`src/rtl/alu_control_mdu.sv`:
```
`default_nettype none
// ============================================================================
// Module   : alu_control_mdu
// Desc     : ALU control-code decoder with an optional iterative multiply/divide
//            unit. Define ALU_CONTROL_MDU_EN to build the multiply/divide path.
// Revision : 1.0 - initial release
// ============================================================================
module alu_control_mdu #(
    parameter int XLEN   = 32,
    parameter int CTRL_W = 4
) (
    input  logic              clk,
    input  logic              rst_n,
    input  logic              in_valid,
    output logic              in_ready,
    input  logic [1:0]        aluop,
    input  logic [6:0]        funct7,
    input  logic [2:0]        funct3,
    input  logic [XLEN-1:0]   op_a,
    input  logic [XLEN-1:0]   op_b,
    output logic              out_valid,
    input  logic              out_ready,
    output logic [CTRL_W-1:0] ctrl,
    output logic              is_md,
    output logic [XLEN-1:0]   md_result,
    output logic              illegal
);

    localparam logic [CTRL_W-1:0] c_and  = CTRL_W'(4'b0000);
    localparam logic [CTRL_W-1:0] c_or   = CTRL_W'(4'b0001);
    localparam logic [CTRL_W-1:0] c_add  = CTRL_W'(4'b0010);
    localparam logic [CTRL_W-1:0] c_sll  = CTRL_W'(4'b0011);
    localparam logic [CTRL_W-1:0] c_slt  = CTRL_W'(4'b0100);
    localparam logic [CTRL_W-1:0] c_sltu = CTRL_W'(4'b0101);
    localparam logic [CTRL_W-1:0] c_sub  = CTRL_W'(4'b0110);
    localparam logic [CTRL_W-1:0] c_xor  = CTRL_W'(4'b0111);
    localparam logic [CTRL_W-1:0] c_srl  = CTRL_W'(4'b1000);
    localparam logic [CTRL_W-1:0] c_sra  = CTRL_W'(4'b1010);

    typedef enum logic [1:0] {
        S_IDLE = 2'd0,
        S_CALC = 2'd1,
        S_DONE = 2'd2
    } state_t;

    state_t            r_state;
    state_t            w_state_next;
    logic              r_run;
    logic              w_xfer;
    logic              w_calc_last;
    logic [CTRL_W-1:0] w_base_ctrl;
    logic [CTRL_W-1:0] w_dec_ctrl;
    logic              w_dec_illegal;
    logic              w_dec_md;
    logic [CTRL_W-1:0] r_ctrl;
    logic              r_illegal;

    // r_run holds in_ready low until the first clock edge after reset release
    assign in_ready  = r_run & (r_state == S_IDLE);
    assign w_xfer    = in_valid & in_ready;
    assign out_valid = (r_state == S_DONE);
    assign ctrl      = r_ctrl;
    assign illegal   = r_illegal;

    always_comb begin
        w_base_ctrl = c_add;
        case (funct3)
            3'b000:  w_base_ctrl = c_add;
            3'b001:  w_base_ctrl = c_sll;
            3'b010:  w_base_ctrl = c_slt;
            3'b011:  w_base_ctrl = c_sltu;
            3'b100:  w_base_ctrl = c_xor;
            3'b101:  w_base_ctrl = c_srl;
            3'b110:  w_base_ctrl = c_or;
            default: w_base_ctrl = c_and;
        endcase
    end

    always_comb begin
        w_dec_ctrl    = c_add;
        w_dec_illegal = 1'b0;
        w_dec_md      = 1'b0;
        case (aluop)
            2'b00: w_dec_ctrl = c_add;
            2'b01: w_dec_ctrl = c_sub;
            2'b10: begin
                case (funct7)
                    7'b0000000: w_dec_ctrl = w_base_ctrl;
                    7'b0100000: begin
                        if (funct3 == 3'b000)      w_dec_ctrl    = c_sub;
                        else if (funct3 == 3'b101) w_dec_ctrl    = c_sra;
                        else                       w_dec_illegal = 1'b1;
                    end
`ifdef ALU_CONTROL_MDU_EN
                    7'b0000001: w_dec_md = 1'b1;
`endif
                    default:    w_dec_illegal = 1'b1;
                endcase
            end
            default: begin
                w_dec_ctrl = w_base_ctrl;
                if (funct3 == 3'b101 && funct7 == 7'b0100000)
                    w_dec_ctrl = c_sra;
                else if ((funct3 == 3'b001 || funct3 == 3'b101) &&
                         funct7 != 7'b0000000 && funct7 != 7'b0100000)
                    w_dec_illegal = 1'b1;
            end
        endcase
        if (w_dec_illegal || w_dec_md)
            w_dec_ctrl = c_and;
    end

    always_ff @(posedge clk or negedge rst_n) begin
        if (!rst_n) begin
            r_state   <= S_IDLE;
            r_run     <= 1'b0;
            r_ctrl    <= '0;
            r_illegal <= 1'b0;
        end else begin
            r_state <= w_state_next;
            r_run   <= 1'b1;
            if (w_xfer) begin
                r_ctrl    <= w_dec_ctrl;
                r_illegal <= w_dec_illegal;
            end
        end
    end

    always_comb begin
        w_state_next = r_state;
        case (r_state)
            S_IDLE:  if (w_xfer) w_state_next = w_dec_md ? S_CALC : S_DONE;
            S_CALC:  if (w_calc_last) w_state_next = S_DONE;
            S_DONE:  if (out_ready) w_state_next = S_IDLE;
            default: w_state_next = S_IDLE;
        endcase
    end

`ifdef ALU_CONTROL_MDU_EN
    localparam int CNT_W = $clog2(XLEN + 1);

    logic [CNT_W-1:0]  r_cnt;
    logic [2:0]        r_op;
    logic              r_neg;
    logic              r_div0;
    logic              r_is_md;
    logic [XLEN-1:0]   r_op_a;
    logic [XLEN-1:0]   r_mcand;
    logic [XLEN-1:0]   r_md_result;
    logic [2*XLEN-1:0] r_acc;
    logic [2*XLEN-1:0] w_mul_next;
    logic [2*XLEN-1:0] w_div_next;
    logic [2*XLEN-1:0] w_acc_next;
    logic [2*XLEN-1:0] w_prod;
    logic [XLEN:0]     w_sum;
    logic [XLEN:0]     w_shift;
    logic [XLEN-1:0]   w_diff;
    logic              w_ge;
    logic              w_sa;
    logic              w_sb;
    logic              w_neg_in;
    logic [XLEN-1:0]   w_mag_a;
    logic [XLEN-1:0]   w_mag_b;
    logic [XLEN-1:0]   w_q;
    logic [XLEN-1:0]   w_r;
    logic [XLEN-1:0]   w_fix;

    assign is_md       = r_is_md;
    assign md_result   = r_md_result;
    assign w_calc_last = (r_cnt == CNT_W'(1));

    // Signed variants run on magnitudes; the sign is restored on the last step
    assign w_sa     = op_a[XLEN-1] & (funct3 == 3'b001 || funct3 == 3'b010 ||
                                      funct3 == 3'b100 || funct3 == 3'b110);
    assign w_sb     = op_b[XLEN-1] & (funct3 == 3'b001 || funct3 == 3'b100 ||
                                      funct3 == 3'b110);
    assign w_neg_in = (funct3 == 3'b001 || funct3 == 3'b100) ? (w_sa ^ w_sb) :
                      (funct3 == 3'b010 || funct3 == 3'b110) ? w_sa : 1'b0;
    assign w_mag_a  = w_sa ? -op_a : op_a;
    assign w_mag_b  = w_sb ? -op_b : op_b;

    assign w_sum      = {1'b0, r_acc[2*XLEN-1:XLEN]} +
                        ({(XLEN+1){r_acc[0]}} & {1'b0, r_mcand});
    assign w_mul_next = {w_sum, r_acc[XLEN-1:1]};

    // Partial remainder stays below the divisor, so the difference fits XLEN bits
    assign w_shift    = r_acc[2*XLEN-1:XLEN-1];
    assign w_ge       = (w_shift >= {1'b0, r_mcand});
    assign w_diff     = w_shift[XLEN-1:0] - r_mcand;
    assign w_div_next = {(w_ge ? w_diff : w_shift[XLEN-1:0]), r_acc[XLEN-2:0], w_ge};

    assign w_acc_next = r_op[2] ? w_div_next : w_mul_next;
    assign w_prod     = r_neg ? -w_acc_next : w_acc_next;
    assign w_q        = w_acc_next[XLEN-1:0];
    assign w_r        = w_acc_next[2*XLEN-1:XLEN];

    always_comb begin
        w_fix = '0;
        case (r_op)
            3'b000:                 w_fix = w_prod[XLEN-1:0];
            3'b001, 3'b010, 3'b011: w_fix = w_prod[2*XLEN-1:XLEN];
            3'b100, 3'b101:         w_fix = r_div0 ? '1 : (r_neg ? -w_q : w_q);
            default:                w_fix = r_div0 ? r_op_a : (r_neg ? -w_r : w_r);
        endcase
    end

    always_ff @(posedge clk or negedge rst_n) begin
        if (!rst_n) begin
            r_cnt       <= '0;
            r_op        <= '0;
            r_neg       <= 1'b0;
            r_div0      <= 1'b0;
            r_is_md     <= 1'b0;
            r_op_a      <= '0;
            r_mcand     <= '0;
            r_md_result <= '0;
            r_acc       <= '0;
        end else if (w_xfer) begin
            r_is_md     <= w_dec_md;
            r_md_result <= '0;
            if (w_dec_md) begin
                r_cnt   <= CNT_W'(XLEN);
                r_op    <= funct3;
                r_neg   <= w_neg_in;
                r_div0  <= funct3[2] & (op_b == '0);
                r_op_a  <= op_a;
                r_acc   <= {{XLEN{1'b0}}, (funct3[2] ? w_mag_a : w_mag_b)};
                r_mcand <= funct3[2] ? w_mag_b : w_mag_a;
            end
        end else if (r_state == S_CALC) begin
            r_acc <= w_acc_next;
            r_cnt <= r_cnt - CNT_W'(1);
            if (w_calc_last)
                r_md_result <= w_fix;
        end
    end
`else
    logic unused_ops;

    assign unused_ops  = ^{op_a, op_b};
    assign is_md       = 1'b0;
    assign md_result   = '0;
    assign w_calc_last = 1'b1;
`endif

endmodule
`default_nettype wire

```
`config.mk`:
```
export PLATFORM = sky130hd
export DESIGN_NAME = alu_control_mdu
export DESIGN_NICKNAME = d
export VERILOG_FILES = /design/src/rtl/alu_control_mdu.sv
export SDC_FILE = /design/constraint.sdc
export NUM_CORES = 1
export LEC_CHECK = 0
export BUFFER_PORTS_ARGS = -buffer_cell sky130_fd_sc_hd__buf_2
export CAP_MARGIN = 20
export CORE_MARGIN = 1
export CORE_UTILIZATION = 25
export CTS_CLUSTER_DIAMETER = 50
export DETAILED_ROUTE_END_ITERATION = 6
export GPL_TIMING_DRIVEN = 1
export PLACE_DENSITY = 0.86
export REMOVE_ABC_BUFFERS = 1
export SLEW_MARGIN = 20
export SYNTH_ARGS = -nofsm -noshare
export SYNTH_HDL_FRONTEND = slang
export SYNTH_SLANG_ARGS = --single-unit
```
`constraint.sdc`:
```
create_clock -name clk -period 1.1 [get_ports clk]
set_input_delay 0.22 -clock clk [delete_from_list [all_inputs] [get_ports clk]]
set_output_delay 0.22 -clock clk [all_outputs]
set_load 0.005 [all_outputs]
```
# Word level (Yosys, flattened, before mapping)
# Index checks and enable logic that the tools add are counted.
# Widths: inputs -> output; s select.
# totals
wordCells	47
output_inout_bits	40
inputBits	80
reg_bits	8
# classes
n_bitwise	2
muxes	16
reduce_logical	11
n_eq_ne	14
# ops
operator	n
$pmux 4 s7	1
$mux 4	4
$pmux 4 s3	1
$eq 3x3->1 const B	3
$pmux 4 s2	1
$eq 7x6->1 const B	1
$logic_not 7->1	1
$ne 7x6->1 const B	1
$reduce_bool 7->1	1
$eq 3x2->1 const B	2
$pmux 2 s3	1
$eq 2x1->1 const B	2
$eq 2x2->1 const B	2
$logic_not 2->1	2
$mux 1	4
$mux 2	2
$pmux 1 s2	2
$eq 3x1->1 const B	1
$logic_and 1x1->1	3
$logic_not 3->1	1
$and 1x1->1	2
$ne 2x1->1 const B	1
$ne 2x2->1 const B	1
$reduce_and 2->1	1
2 further kinds	2

# Longest topological paths before layout
# depth
depth_word	8
depth_mapped	5
mapped_depth_nobuf	4

# Worst setup path before layout
# No wires, ideal clock.
# synth_path
kind	reg2reg
startpoint	reg r_state[1]
endpoint	reg r_ctrl[1] (netlist: ctrl[1])
path_slack_ns	-0.259
setup_time_ns	0.092
n_path_buf	0
stages_incl_launch_ff	5
period_less_slack_ns	1.359
t_arrival_ns	1.267
t_required_ns	1.008
cell_sequence	dfrtp_1 -> nor2b_1 -> nand2_1 -> a221o_1 -> o31ai_2
# synth_between
elab_chain_len	3
# synth_lines
element	line	source
start: declaration	46	state_t r_state;
start signal: assignment	120	r_state <= w_state_next;
$logic_not 2->1	59	assign in_ready = r_run & (r_state == S_IDLE);
$and 1x1->1	59	
via in_ready	15	output logic in_ready,
$and 1x1->1	60	assign w_xfer = in_valid & in_ready;
end signal: assignment	123	r_ctrl <= w_dec_ctrl;
end: declaration	55	logic [CTRL_W-1:0] r_ctrl;
# The timed path passes the listed nets, and every way through them passes these cells.
# A chain may end at the register's enable or synchronous reset.

# Worst setup path in the final report
# layout_path
startpoint	reg r_state[1]
endpoint	out out_valid
# layout_between
elab_chain_len	1
# layout_lines
element	line	source
$eq 2x2->1	61	assign out_valid = (r_state == S_DONE);
end: declaration	21	output logic out_valid,
# No other way between the ends.

==> results.sh <==
export IMPL_timing_critical_path_cells="buf_4 > buf_6 > buf_6"
export IMPL_layout_nets=205
export IMPL_ctsLongestPathBuffers=2
export IMPL_worst_path_max_fanout=2
export IMPL_ctsHtreeMaxLevel=1
export IMPL_yosys_register_bits=7
export IMPL_met3_length_microns=137
export IMPL_clk_pin_slew_ns=0.05
export IMPL_numPortBuffers=22
export IMPL_antennaDiodeCount=0
export IMPL_worstHoldPathCells=2
export IMPL_pwr_share_comb_pct=32.9
export IMPL_worstReg2RegStart="r_state[1]"
export IMPL_yosys_warnings=0
export IMPL_postSynthAreaPerCell_sq_um=8.45
export IMPL_dr_total_vias=615
export IMPL_power_density_nw_per_um2=887
export IMPL_fin_worst_skew_ns=0.00169
export IMPL_outcome="complete, but fails checks"
export IMPL_dpl_hpwl_microns=1110
export IMPL_synth_seq_area_share_pct=24.4
export IMPL_die_extent_in_x_microns=55.6
export IMPL_detail_route_antenna_nets=0
export IMPL_power_switching_fraction_pct=30.6
export IMPL_worst_r2r_endpoint="ctrl[1]"
export IMPL_route_final_wire_length_microns=1290
export IMPL_synth_cell_type_count=28
export IMPL_r2r_worst_path_cells=4
export IMPL_clock_power_share_pct=29.7
export IMPL_combined_area_of_all_synthesized_cells_sq_um=718
export IMPL_dieArea_sq_um=3090
export IMPL_endpoint_with_the_worst_hold_slack="r_state[1]"
export IMPL_synth_largest_type_area_fraction_pct=34.5
export IMPL_cellLeakagePower_nw=0.486
export IMPL_critical_path_buf_inv_count=3
export IMPL_setup_violations=7
export IMPL_largest_net_degree_at_the_start_of_global_routing=8
export IMPL_core_area_sq_um=2730
export IMPL_min_delay_path_class="primary input to register"
export IMPL_crit_path_frequent_cell="buf_6"
export IMPL_fillerInstances=289
export IMPL_r2r_setup_slack_ns=-0.10
export IMPL_wire_length_on_met1_microns=550
export IMPL_pwr_share_seq_pct=37.5
export IMPL_cp_end_kind="output port"
export IMPL_criticalPathCategory="register to output port"
export IMPL_worst_hold_slack_ns=0.147
export IMPL_cts_tree="built"
export IMPL_worst_path_largest_cell_delay_ns=0.38
export IMPL_syn_instance_count=85
export IMPL_syn2layout_area_growth_pct=26.1
export IMPL_post_route_cells_drive_above_1_share_pct=37.1
export IMPL_initial_core_utilization_pct=26.3
export IMPL_detailroute_wirelength_met2_microns=583
export IMPL_clk_lat_worst_skew_ns=0.25
export IMPL_cts_buffers_inserted=3
export IMPL_maxSlewViolCount=0
export IMPL_cts_sinks=7
export IMPL_grt_usage_pct=8.71
export IMPL_post_route_drc_count=0
export IMPL_vdd_ir_drop_worst_mv=0.589
export IMPL_synth_largest_area_cell="buf_4"
export IMPL_netlist_top_cells_area="buf_4, dfrtp_1, nand2b_1"
export IMPL_rows=19
export IMPL_top_level_port_count=120
export IMPL_grt_setup_unrepaired="true"
export IMPL_top_layer="met4"
export IMPL_clock_tree_root_cell="clkbuf_4"
export IMPL_grt_antenna_before_repair=0
export IMPL_timing_final_crit_period_ns=1.20
export IMPL_drt_first_pass_iters=4
export IMPL_startpoint_type="register"
export IMPL_utilization_pct=33.1
export IMPL_p_switching_mw=0.246
export IMPL_vias_per_cell=3.97
export IMPL_cap_violations=0
export IMPL_die_height_microns=55.6
export IMPL_cpLargestDelayFamily="flip-flops"
export IMPL_intPower_mw=0.557
export IMPL_finalHoldViolCount=0
export IMPL_grt_ovfl_total=0
export IMPL_critical_path_slowest_cell="dfrtp_1"
export IMPL_setup_ws_final_ns=-0.102
export IMPL_grt_pass1_wl_microns=2120
export IMPL_timing_critical_path_required_ns=0.88
export IMPL_drtIter0Drc=18
export IMPL_tns_ns=-0.430
export IMPL_maxClockFrequency_mhz=832
export IMPL_route_detailed_wl_per_inst_microns=8.32
export IMPL_finalWeightedCongestion=0.851
export IMPL_wp_data_arrival_ns=0.98
export IMPL_grt_pass1_vias=518
export IMPL_number_of_gates_on_the_worst_path_with_buffers_counted=3
export IMPL_min_period_over_period_pct=109
export IMPL_hp_start="out_ready"
export IMPL_failed_checks="negative setup slack"
cell usage after synthesis:
library cell / number
nand2b_1: 4
inv_1: 5
nor4_4: 1
a41oi_1: 1
nand3b_1: 1
nor2b_1: 1
conb_1: 2
a21boi_1: 1
o21ai_1: 1
xnor2_1: 1
nand2_1: 6
o21ai_0: 2
o211ai_1: 1
o31a_1: 1
nor2_1: 1
dfrtp_1: 7
a221o_1: 1
a31oi_1: 1
a21oi_1: 4
buf_6: 1
and3_2: 1
o31ai_2: 1
a211oi_1: 1
nor3_1: 2
buf_4: 33
or3b_1: 1
a22o_1: 2
a2111oi_2: 1
through the flow:
| step | instances | worst slack [ns] | area (sq um) | total power [mW] |
|---|---|---|---|---|
| after floorplan | 83 | -0.259 | 579 | 0.411 |
| after global placement | 149 | -0.343 | 826 | 0.537 |
| after detailed placement | 149 | -0.366 | 826 | 0.542 |
| after CTS | 154 | -0.102 | 886 | 0.800 |
| after global routing | 155 | -0.157 | 906 | 0.863 |
| final | 155 | -0.102 | 906 | 0.803 |
layer usage:
layer	up-vias	track usage [%]
li1	298	-
met1	271	11.5
met2	44	12.7
met3	2	1.40
met4	0	6.43
met5	-	0
how the worst max path moves through the flow:
stage | start | end | slack, ns
finish | r_state[1] | out_valid | -0.10
global route | r_state[1] | ctrl[1] | -0.16
CTS | r_state[1] | ctrl[1] | -0.10
detailed placement | funct7[1] | ctrl[1] | -0.37
global placement | funct7[1] | ctrl[1] | -0.34
floorplan | r_state[1] | ctrl[1] | -0.26
area by class of cell:
| class | instances | area [sq um] | share of cell area [%] |
|---|---|---|---|
| Clock buffer | 4 | 26.3 | 2.90 |
| Multi-Input combinational cell | 71 | 405 | 44.8 |
| Tap cell | 31 | 38.8 | 4.28 |
| Sequential cell | 7 | 175 | 19.3 |
| Timing Repair Buffer | 37 | 241 | 26.7 |
| Inverter | 5 | 18.8 | 2.07 |
worst register-to-register path, cell delays in order, from the launching register on:
cell and delay [ns]:
dfrtp_1 0.38, nor2b_2 0.14, nand2_2 0.10, a221o_1 0.31, o31ai_2 0.17
what timing repair did:
item,CTS,global route
hold buffers,1,0
cloned,0,0
resized for setup,4,3
hold endpoints to repair,7,0
endpoints found under the setup margin,7,7
setup buffers,0,1
pin swaps,4,2
flip-flops by register name (all words and copies together), names as in the netlist:
signal	cells
ctrl	4
illegal	1
r_run	1
r_state	1
power by group through the flow:
stage / Sequential [mW] / Clock (mW) / Combinational, mW
2_1_floorplan: 0.309 / 0 / 0.101
3_3_place_gp: 0.304 / 0 / 0.234
3_5_place_dp: 0.305 / 0 / 0.238
4_1_cts: 0.301 / 0.246 / 0.252
5_1_grt: 0.304 / 0.264 / 0.294
6_report: 0.301 / 0.238 / 0.264
layout by cell type (no fill, tap or decap), drive strengths merged, types with 2 or more instances in the layout:
| cell | Yosys | layout |
|---|---|---|
| buf | 34 | 36 |
| conb | 2 | 34 |
| dfrtp | 7 | 7 |
| nand2 | 6 | 6 |
| inv | 5 | 5 |
| nand2b | 4 | 4 |
| a21oi | 4 | 4 |
| clkbuf | 0 | 4 |
| o21ai | 3 | 3 |
| nor3 | 2 | 2 |
| a22o | 2 | 2 |
cells by family (layout without fill, tap and decap cells):
logic type / after synthesis / count (layout) / share of synthesized area, %
AOI/OAI and AO/OA: 18 / 18 / 19.0
DFF: 7 / 7 / 24.4
xor gates and xnor gates: 1 / 1 / 1.22
buffers and inverters: 39 / 46 / 38.7
other: 2 / 34 / 1.05
and+or+nand+nor: 18 / 18 / 15.7
Power figures use the tool's default switching activity.
